[src/rtl/id_stage_pipe.sv]
// Decode stage with register file, ID/EX pipeline register, load-use bubble insertion and flush.
// Optional macro ID_WB_BYPASS_EN forwards a same-cycle writeback into the captured operands.
module id_stage_pipe #(
  parameter int XLEN     = 32,
  parameter int NUM_REGS = 32,
  parameter int REG_AW   = $clog2(NUM_REGS),
  parameter int CNT_W    = 16
) (
  input  logic              clk,
  input  logic              rst_n,
  input  logic              if_valid,
  input  logic [31:0]       if_instr,
  input  logic [XLEN-1:0]   if_pc,
  output logic              if_ready,
  input  logic              flush,
  input  logic              wb_reg_write_en,
  input  logic [REG_AW-1:0] wb_write_addr,
  input  logic [XLEN-1:0]   wb_write_data,
  input  logic              ex_ready,
  output logic              ex_valid,
  output logic [XLEN-1:0]   ex_pc,
  output logic [XLEN-1:0]   ex_reg_data1,
  output logic [XLEN-1:0]   ex_reg_data2,
  output logic [XLEN-1:0]   ex_imm,
  output logic [REG_AW-1:0] ex_rs_addr,
  output logic [REG_AW-1:0] ex_rt_addr,
  output logic [REG_AW-1:0] ex_dest_addr,
  output logic [4:0]        ex_shamt,
  output logic [12:0]       ex_ctrl,
  output logic [CNT_W-1:0]  stall_cnt
);

  typedef struct packed {
    logic       reg_dst;
    logic       alu_src;
    logic       mem_to_reg;
    logic       reg_write;
    logic       mem_read;
    logic       mem_write;
    logic       branch;
    logic       jump;
    logic       use_shamt;
    logic [3:0] alu;
  } ctrl_t;

  localparam logic [3:0] ALU_AND = 4'b0000, ALU_OR  = 4'b0001, ALU_ADD = 4'b0010,
                         ALU_XOR = 4'b0011, ALU_SUB = 4'b0110, ALU_SLT = 4'b0111,
                         ALU_SLL = 4'b1000, ALU_SRL = 4'b1001, ALU_SRA = 4'b1010,
                         ALU_NOR = 4'b1100;

  logic [5:0]        opcode, funct;
  logic [REG_AW-1:0] rs, rt, rd;
  logic [XLEN-1:0]   imm_ext, rd1, rd2;
  ctrl_t             ctrl;

  assign opcode  = if_instr[31:26];
  assign funct   = if_instr[5:0];
  assign rs      = if_instr[21 +: REG_AW];
  assign rt      = if_instr[16 +: REG_AW];
  assign rd      = if_instr[11 +: REG_AW];
  assign imm_ext = {{(XLEN-16){if_instr[15]}}, if_instr[15:0]};

  // Control decode
  always_comb begin
    ctrl = '0;
    case (opcode)
      6'h00: begin
        ctrl.reg_dst   = 1'b1;
        ctrl.reg_write = 1'b1;
        case (funct)
          6'h20, 6'h21: ctrl.alu = ALU_ADD;
          6'h22, 6'h23: ctrl.alu = ALU_SUB;
          6'h24:        ctrl.alu = ALU_AND;
          6'h25:        ctrl.alu = ALU_OR;
          6'h26:        ctrl.alu = ALU_XOR;
          6'h27:        ctrl.alu = ALU_NOR;
          6'h2A:        ctrl.alu = ALU_SLT;
          6'h00: begin ctrl.alu = ALU_SLL; ctrl.use_shamt = 1'b1; end
          6'h02: begin ctrl.alu = ALU_SRL; ctrl.use_shamt = 1'b1; end
          6'h03: begin ctrl.alu = ALU_SRA; ctrl.use_shamt = 1'b1; end
          6'h08: begin ctrl.reg_dst = 1'b0; ctrl.reg_write = 1'b0; ctrl.jump = 1'b1; end
          default: begin ctrl.reg_dst = 1'b0; ctrl.reg_write = 1'b0; end
        endcase
      end
      6'h23: begin
        ctrl.alu_src = 1'b1; ctrl.mem_to_reg = 1'b1; ctrl.reg_write = 1'b1;
        ctrl.mem_read = 1'b1; ctrl.alu = ALU_ADD;
      end
      6'h2B: begin ctrl.alu_src = 1'b1; ctrl.mem_write = 1'b1; ctrl.alu = ALU_ADD; end
      6'h04, 6'h05: begin ctrl.branch = 1'b1; ctrl.alu = ALU_SUB; end
      6'h08, 6'h09: begin ctrl.alu_src = 1'b1; ctrl.reg_write = 1'b1; ctrl.alu = ALU_ADD; end
      6'h0A: begin ctrl.alu_src = 1'b1; ctrl.reg_write = 1'b1; ctrl.alu = ALU_SLT; end
      6'h0C: begin ctrl.alu_src = 1'b1; ctrl.reg_write = 1'b1; ctrl.alu = ALU_AND; end
      6'h0D: begin ctrl.alu_src = 1'b1; ctrl.reg_write = 1'b1; ctrl.alu = ALU_OR;  end
      6'h0E: begin ctrl.alu_src = 1'b1; ctrl.reg_write = 1'b1; ctrl.alu = ALU_XOR; end
      6'h02, 6'h03: ctrl.jump = 1'b1;
      default: ctrl = '0;
    endcase
  end

  logic [XLEN-1:0] rf_q [NUM_REGS];

  always_ff @(posedge clk or negedge rst_n) begin
    if (!rst_n) begin
      for (int i = 0; i < NUM_REGS; i++) rf_q[i] <= '0;
    end else if (wb_reg_write_en && wb_write_addr != '0) begin
      rf_q[wb_write_addr] <= wb_write_data;
    end
  end

`ifdef ID_WB_BYPASS_EN
  assign rd1 = (rs == '0) ? '0 : (wb_reg_write_en && wb_write_addr == rs) ? wb_write_data : rf_q[rs];
  assign rd2 = (rt == '0) ? '0 : (wb_reg_write_en && wb_write_addr == rt) ? wb_write_data : rf_q[rt];
`else
  assign rd1 = (rs == '0) ? '0 : rf_q[rs];
  assign rd2 = (rt == '0) ? '0 : rf_q[rt];
`endif

  logic              ex_valid_q;
  logic [XLEN-1:0]   ex_pc_q, ex_d1_q, ex_d2_q, ex_imm_q;
  logic [REG_AW-1:0] ex_rs_q, ex_rt_q, ex_dest_q;
  logic [4:0]        ex_shamt_q;
  ctrl_t             ex_ctrl_q;
  logic [CNT_W-1:0]  stall_cnt_q, stall_cnt_d;
  logic              load_en, hazard;

  assign load_en = !ex_valid_q || ex_ready;
  // Load in EX whose destination feeds the instruction now being decoded
  assign hazard  = if_valid && ex_valid_q && ex_ctrl_q.mem_read && (ex_dest_q != '0) &&
                   ((ex_dest_q == rs) || (ex_dest_q == rt));
  assign if_ready = rst_n && (flush || (load_en && !hazard));
  assign stall_cnt_d = (&stall_cnt_q) ? stall_cnt_q : stall_cnt_q + CNT_W'(1);

  always_ff @(posedge clk or negedge rst_n) begin
    if (!rst_n) begin
      ex_valid_q  <= 1'b0;
      ex_pc_q     <= '0;
      ex_d1_q     <= '0;
      ex_d2_q     <= '0;
      ex_imm_q    <= '0;
      ex_rs_q     <= '0;
      ex_rt_q     <= '0;
      ex_dest_q   <= '0;
      ex_shamt_q  <= '0;
      ex_ctrl_q   <= '0;
      stall_cnt_q <= '0;
    end else if (flush) begin
      ex_valid_q <= 1'b0;
      ex_ctrl_q  <= '0;
    end else if (load_en) begin
      if (hazard) begin
        ex_valid_q  <= 1'b0;
        ex_ctrl_q   <= '0;
        stall_cnt_q <= stall_cnt_d;
      end else if (if_valid) begin
        ex_valid_q <= 1'b1;
        ex_pc_q    <= if_pc;
        ex_d1_q    <= rd1;
        ex_d2_q    <= rd2;
        ex_imm_q   <= imm_ext;
        ex_rs_q    <= rs;
        ex_rt_q    <= rt;
        ex_dest_q  <= ctrl.reg_dst ? rd : rt;
        ex_shamt_q <= if_instr[10:6];
        ex_ctrl_q  <= ctrl;
      end else begin
        ex_valid_q <= 1'b0;
        ex_ctrl_q  <= '0;
      end
    end
  end

  assign ex_valid     = ex_valid_q;
  assign ex_pc        = ex_pc_q;
  assign ex_reg_data1 = ex_d1_q;
  assign ex_reg_data2 = ex_d2_q;
  assign ex_imm       = ex_imm_q;
  assign ex_rs_addr   = ex_rs_q;
  assign ex_rt_addr   = ex_rt_q;
  assign ex_dest_addr = ex_dest_q;
  assign ex_shamt     = ex_shamt_q;
  assign ex_ctrl      = ex_ctrl_q;
  assign stall_cnt    = stall_cnt_q;

endmodule

[config.mk]
export PLATFORM = sky130hd
export DESIGN_NAME = id_stage_pipe
export DESIGN_NICKNAME = d
export VERILOG_FILES = /design/src/rtl/id_stage_pipe.sv
export SDC_FILE = /design/constraint.sdc
export NUM_CORES = 2
export LEC_CHECK = 0
export CORE_UTILIZATION = 24
export DETAILED_ROUTE_END_ITERATION = 7
export PLACE_DENSITY = 0.4
export RECOVER_POWER = 25
export SLEW_MARGIN = 20
export SYNTH_ARGS = -nofsm -noshare
export SYNTH_HDL_FRONTEND = slang
export SYNTH_SLANG_ARGS = --single-unit
[constraint.sdc]
create_clock -name clk -period 2.65 [get_ports clk]
set_input_delay 0.3975 -clock clk [delete_from_list [all_inputs] [get_ports clk]]
set_output_delay 0.3975 -clock clk [all_outputs]
set_load 0.05 [all_outputs]
==> summary.md <==
| Metric | Value |
|---|---|
| Internal power | 40000 uW |
| Worst endpoint required time | 2.25 ns |
| Peak supply drop | 0.000746 V |
| Simple-gate share of the synthesized area | 0.0411 |
| Total GRT Usage | 0.199 |
| Total power divided by cell area | 744 nW/um^2 |
| Row cnt | 184 |
| Worst min path class | input pin to async pin |
| Fin cells | 8531 |
| LEAKAGE | 0.0333 uW |
| Crit Path Max Fanout | 2 |
| Largest family of logic cells by synthesized area | multiplexers |
| Initial antenna violation count | 10 |
| Top_reg_cell synth | dfrtp_1 |
| Failing checks | DRC, setup timing |
| Worst-Margin Slew | 1.15 ns |
| Largest net degree at the start of global routing | 134 |
| Fin util | 0.306 |
| First-pass GRT wire length | 363 mm |
| Die Y-Extent | 504 um |
| Final worst slack | -0.181 ns |
| Worst setup path end | if_ready |
| Ys Warns | 0 |
| Placed cell areas | 71800 sq um |
| Reg2reg end | ex_reg_data1[25] |
| Clock tree from TritonCTS | done |
| Vias per cell | 5.05 |
| Total Wirelength | 256 mm |
| Most frequent cells in the layout | dfrtp_1, mux2_2, mux2i_1 |
| Routability cong. | 0.816 |
| Pre-Repair DR Iteration Count | 8 |
| Full die area | 254000 sq um |
| Finish-stage setup viols | 1 |
| Reported max-cap violation count | 0 |
| Die W | 504 um |
| Switch share | 0.301 |
| Wire per inst | 30.0 um |
| Post-synth EDFFs | 0 |
| Reg-to-Reg Start | ex_dest_addr[2] |
| Post-detailed-placement half-perimeter wirelength | 180 mm |
| Vias in the first global route | 44200 |
| XOR/XNOR share of the synthesized area | 0.00390 |
| Switch Pwr | 17200 uW |
| FMAX | 353 MHz |
| Total power | 57200 uW |
| Adder-Cell Fraction of Synth Area | 0.000207 |
| Clk pin slew, worst setup/hold paths | 0.06 ns |
| Final hold vios | 0 |
| Tmin final | 2.83 ns |
| Critical path arrival | 2.43 ns |
| P&R area growth vs syn | 26.9% |
| Post-synthesis sequential area ratio | 0.488 |
| Core ar. | 251000 sq um |
| H-tree Lvls | 4 |
| Initial drt markers | 3470 |
| Fin. max-slew vios | 0 |
| Initial Utilization | 0.241 |
| Layout cells sized above 1 | 0.424 |
| Crit path kind | flop to output port |
| Register share of total power | 0.420 |
| Num ports | 286 |
| Total gr overflow | 0 |
| Final instance area | 76900 sq um |
| Synth top area cells | dfrtp_1, mux2_2, mux4_2, mux2i_1, a22oi_1 |
| Crit start category | flop |
| Outcome | finished, violations left |
| Cell taking the most area after synthesis | dfrtp_1 |
| Port-buffer cells | 285 |
| Max-slew headroom | 0.232 |
| Clk_skew | 0.0406 ns |
| Post-synth design cell area | 60600 sq um |
| Nets | 5168 |
| Synth unique cells | 58 |
| Placed Cells | 8250 |
| Cells after synthesis | 4599 |
| Post-Synthesis Net Count | 4707 |
| Ys async rst share | 1.00 |
| Flop-to-flop setup slack | 0.04 ns |
| Unrepaired setup endpoints after global routing | true |
| Period utilization | 1.07 |
| FF-to-FF path depth | 9 |
| CP Capture Type | output port |
| Clock share of power | 0.365 |
| Clock Sinks | 1180 |
| Synth top area share | 0.488 |
| # DRC | 4 |
| Vias | 43100 |
| Post-synthesis compound-gate area fraction | 0.0754 |
| Setup WS pre-CTS | -0.639 ns |
| Clock Root Buffer | clkbuf_16 |
| Post-synthesis register bit count | 1180 |
| Combinational share of power | 0.216 |
| Final ANT Viol Nets | 0 |
| Post-synthesis mux area share | 0.357 |
| CTS max path bufs | 3 |
| Commonest non-fill, non-tap cell in the layout | dfrtp_1 |
| Clock buffer count from CTS | 147 |
| Worst-Skew Late Latency | 0.82 ns |
| Syn_area_per_cell | 13.2 sq um |
| CP startpoint | ex_dest_addr[2] |
cells in the mapped netlist, drive strengths merged (2+ instances only):
library cell and instances:
dfrtp 1180, nand4 31, nand2b 8, buf 210
nor2 79, or4 2, or3b 2, mux2 1114
o41ai 12, xor2 8, a31oi 4, o32a 2
a211oi 47, a22o 56, or2 6, o22ai 116
o221ai 22, a21oi 61, a21o 3, a221oi 20
nor3b 7, nand3b 11, nor2b 31, mux4 239
and2 4, o22a 2, nor4 3, mux2i 366
nand2 249, xnor2 19, a22oi 190, or3 3
a32o 23, o21ai 66, clkbuf 286, and3 4
inv 7, nor3 64, nand3 30, nor4b 2
cell type report:
type	instances	area, sq um
Inverter	7	26.3
Antenna cell	7	17.5
Timing Repair Buffer	808	8870
Sequential cell	1180	29500
Fill cell	25100	174000
Clock inverter	44	523
Multi-Input combinational cell	2916	29300
Tap cell	3348	4190
Clock buffer	221	4440
state kept, by name, summed over array words and instances (netlist names):
name and flops:
ex_imm 16, ex_reg_data1 32, stall_cnt 16, ex_valid 1, ex_reg_data2 32, ex_rs_addr 5, ex_rt_addr 5, ex_dest_addr 5
ex_ctrl 12, rf_q 1024, ex_pc 32
worst min path at each step:
stage / endpoint / slack, ns / depth (start not counted)
floorplan: ex_ctrl[0] / 0.10 / 0
global placement: ex_pc[10] / 0.28 / 1
detailed placement: ex_pc[10] / 0.28 / 1
CTS: ex_pc[10] / 0.02 / 2
global route: ex_pc[10] / 0.07 / 2
finish: ex_pc[10] / 0.08 / 2
what timing repair did:
item | 4_1_cts | 5_1_grt
gates resized for setup | 41 | 4
buffers inserted | 1 | 3
endpoints found under the setup margin | 36 | 7
hold endpoints to repair | 564 | 0
pin swaps | 4 | 3
hold buffers | 5 | 0
kinds of logic (layout without fill, tap and decap cells):
logic type	Yosys count	in the layout
buffers and inverters	503	1080
AO/OA/AOI/OAI	630	630
adder cells (fa/ha/maj)	1	1
flip-flops	1180	1180
AND/OR/NAND/NOR	539	539
other	0	7
multiplexers	1719	1719
XOR/XNOR	27	27
through the flow:
step                TNS (ns)  hold WS [ns]
finish                -0.181        0.0753
global route          -0.319        0.0656
CTS                   -0.292        0.0199
detailed placement    -13.64         0.275
global placement      -14.38         0.278
floorplan                  0         0.102
critical path, stage by stage (launching register included):
cell	delay, ns
dfrtp_1	0.42
or4_4	0.56
o2111ai_4	0.24
nor2_4	0.07
a21oi_4	0.16
buf_6	0.18
routing by layer:
layer / part of all wire / GRT usage / up-vias / wire, um
met4: 0.024 / 0.0497 / 4 / 6020
li1: - / - / 18300 / -
met1: 0.47 / 0.279 / 23300 / 119000
met5: 0.00011 / 0 / - / 27
met2: 0.47 / 0.321 / 1150 / 120000
met3: 0.041 / 0.0292 / 301 / 10600
power groups by stage:
stage / registers [uW] / clock network [uW] / logic (uW)
2_1_floorplan: 24400 / 0 / 7160
4_1_cts: 24000 / 21500 / 12400
3_5_place_dp: 24300 / 0 / 12400
6_report: 24000 / 20900 / 12300
5_1_grt: 24400 / 22100 / 13200
3_3_place_gp: 24200 / 0 / 12300
Note: power is estimated with default switching activity, not from simulation.
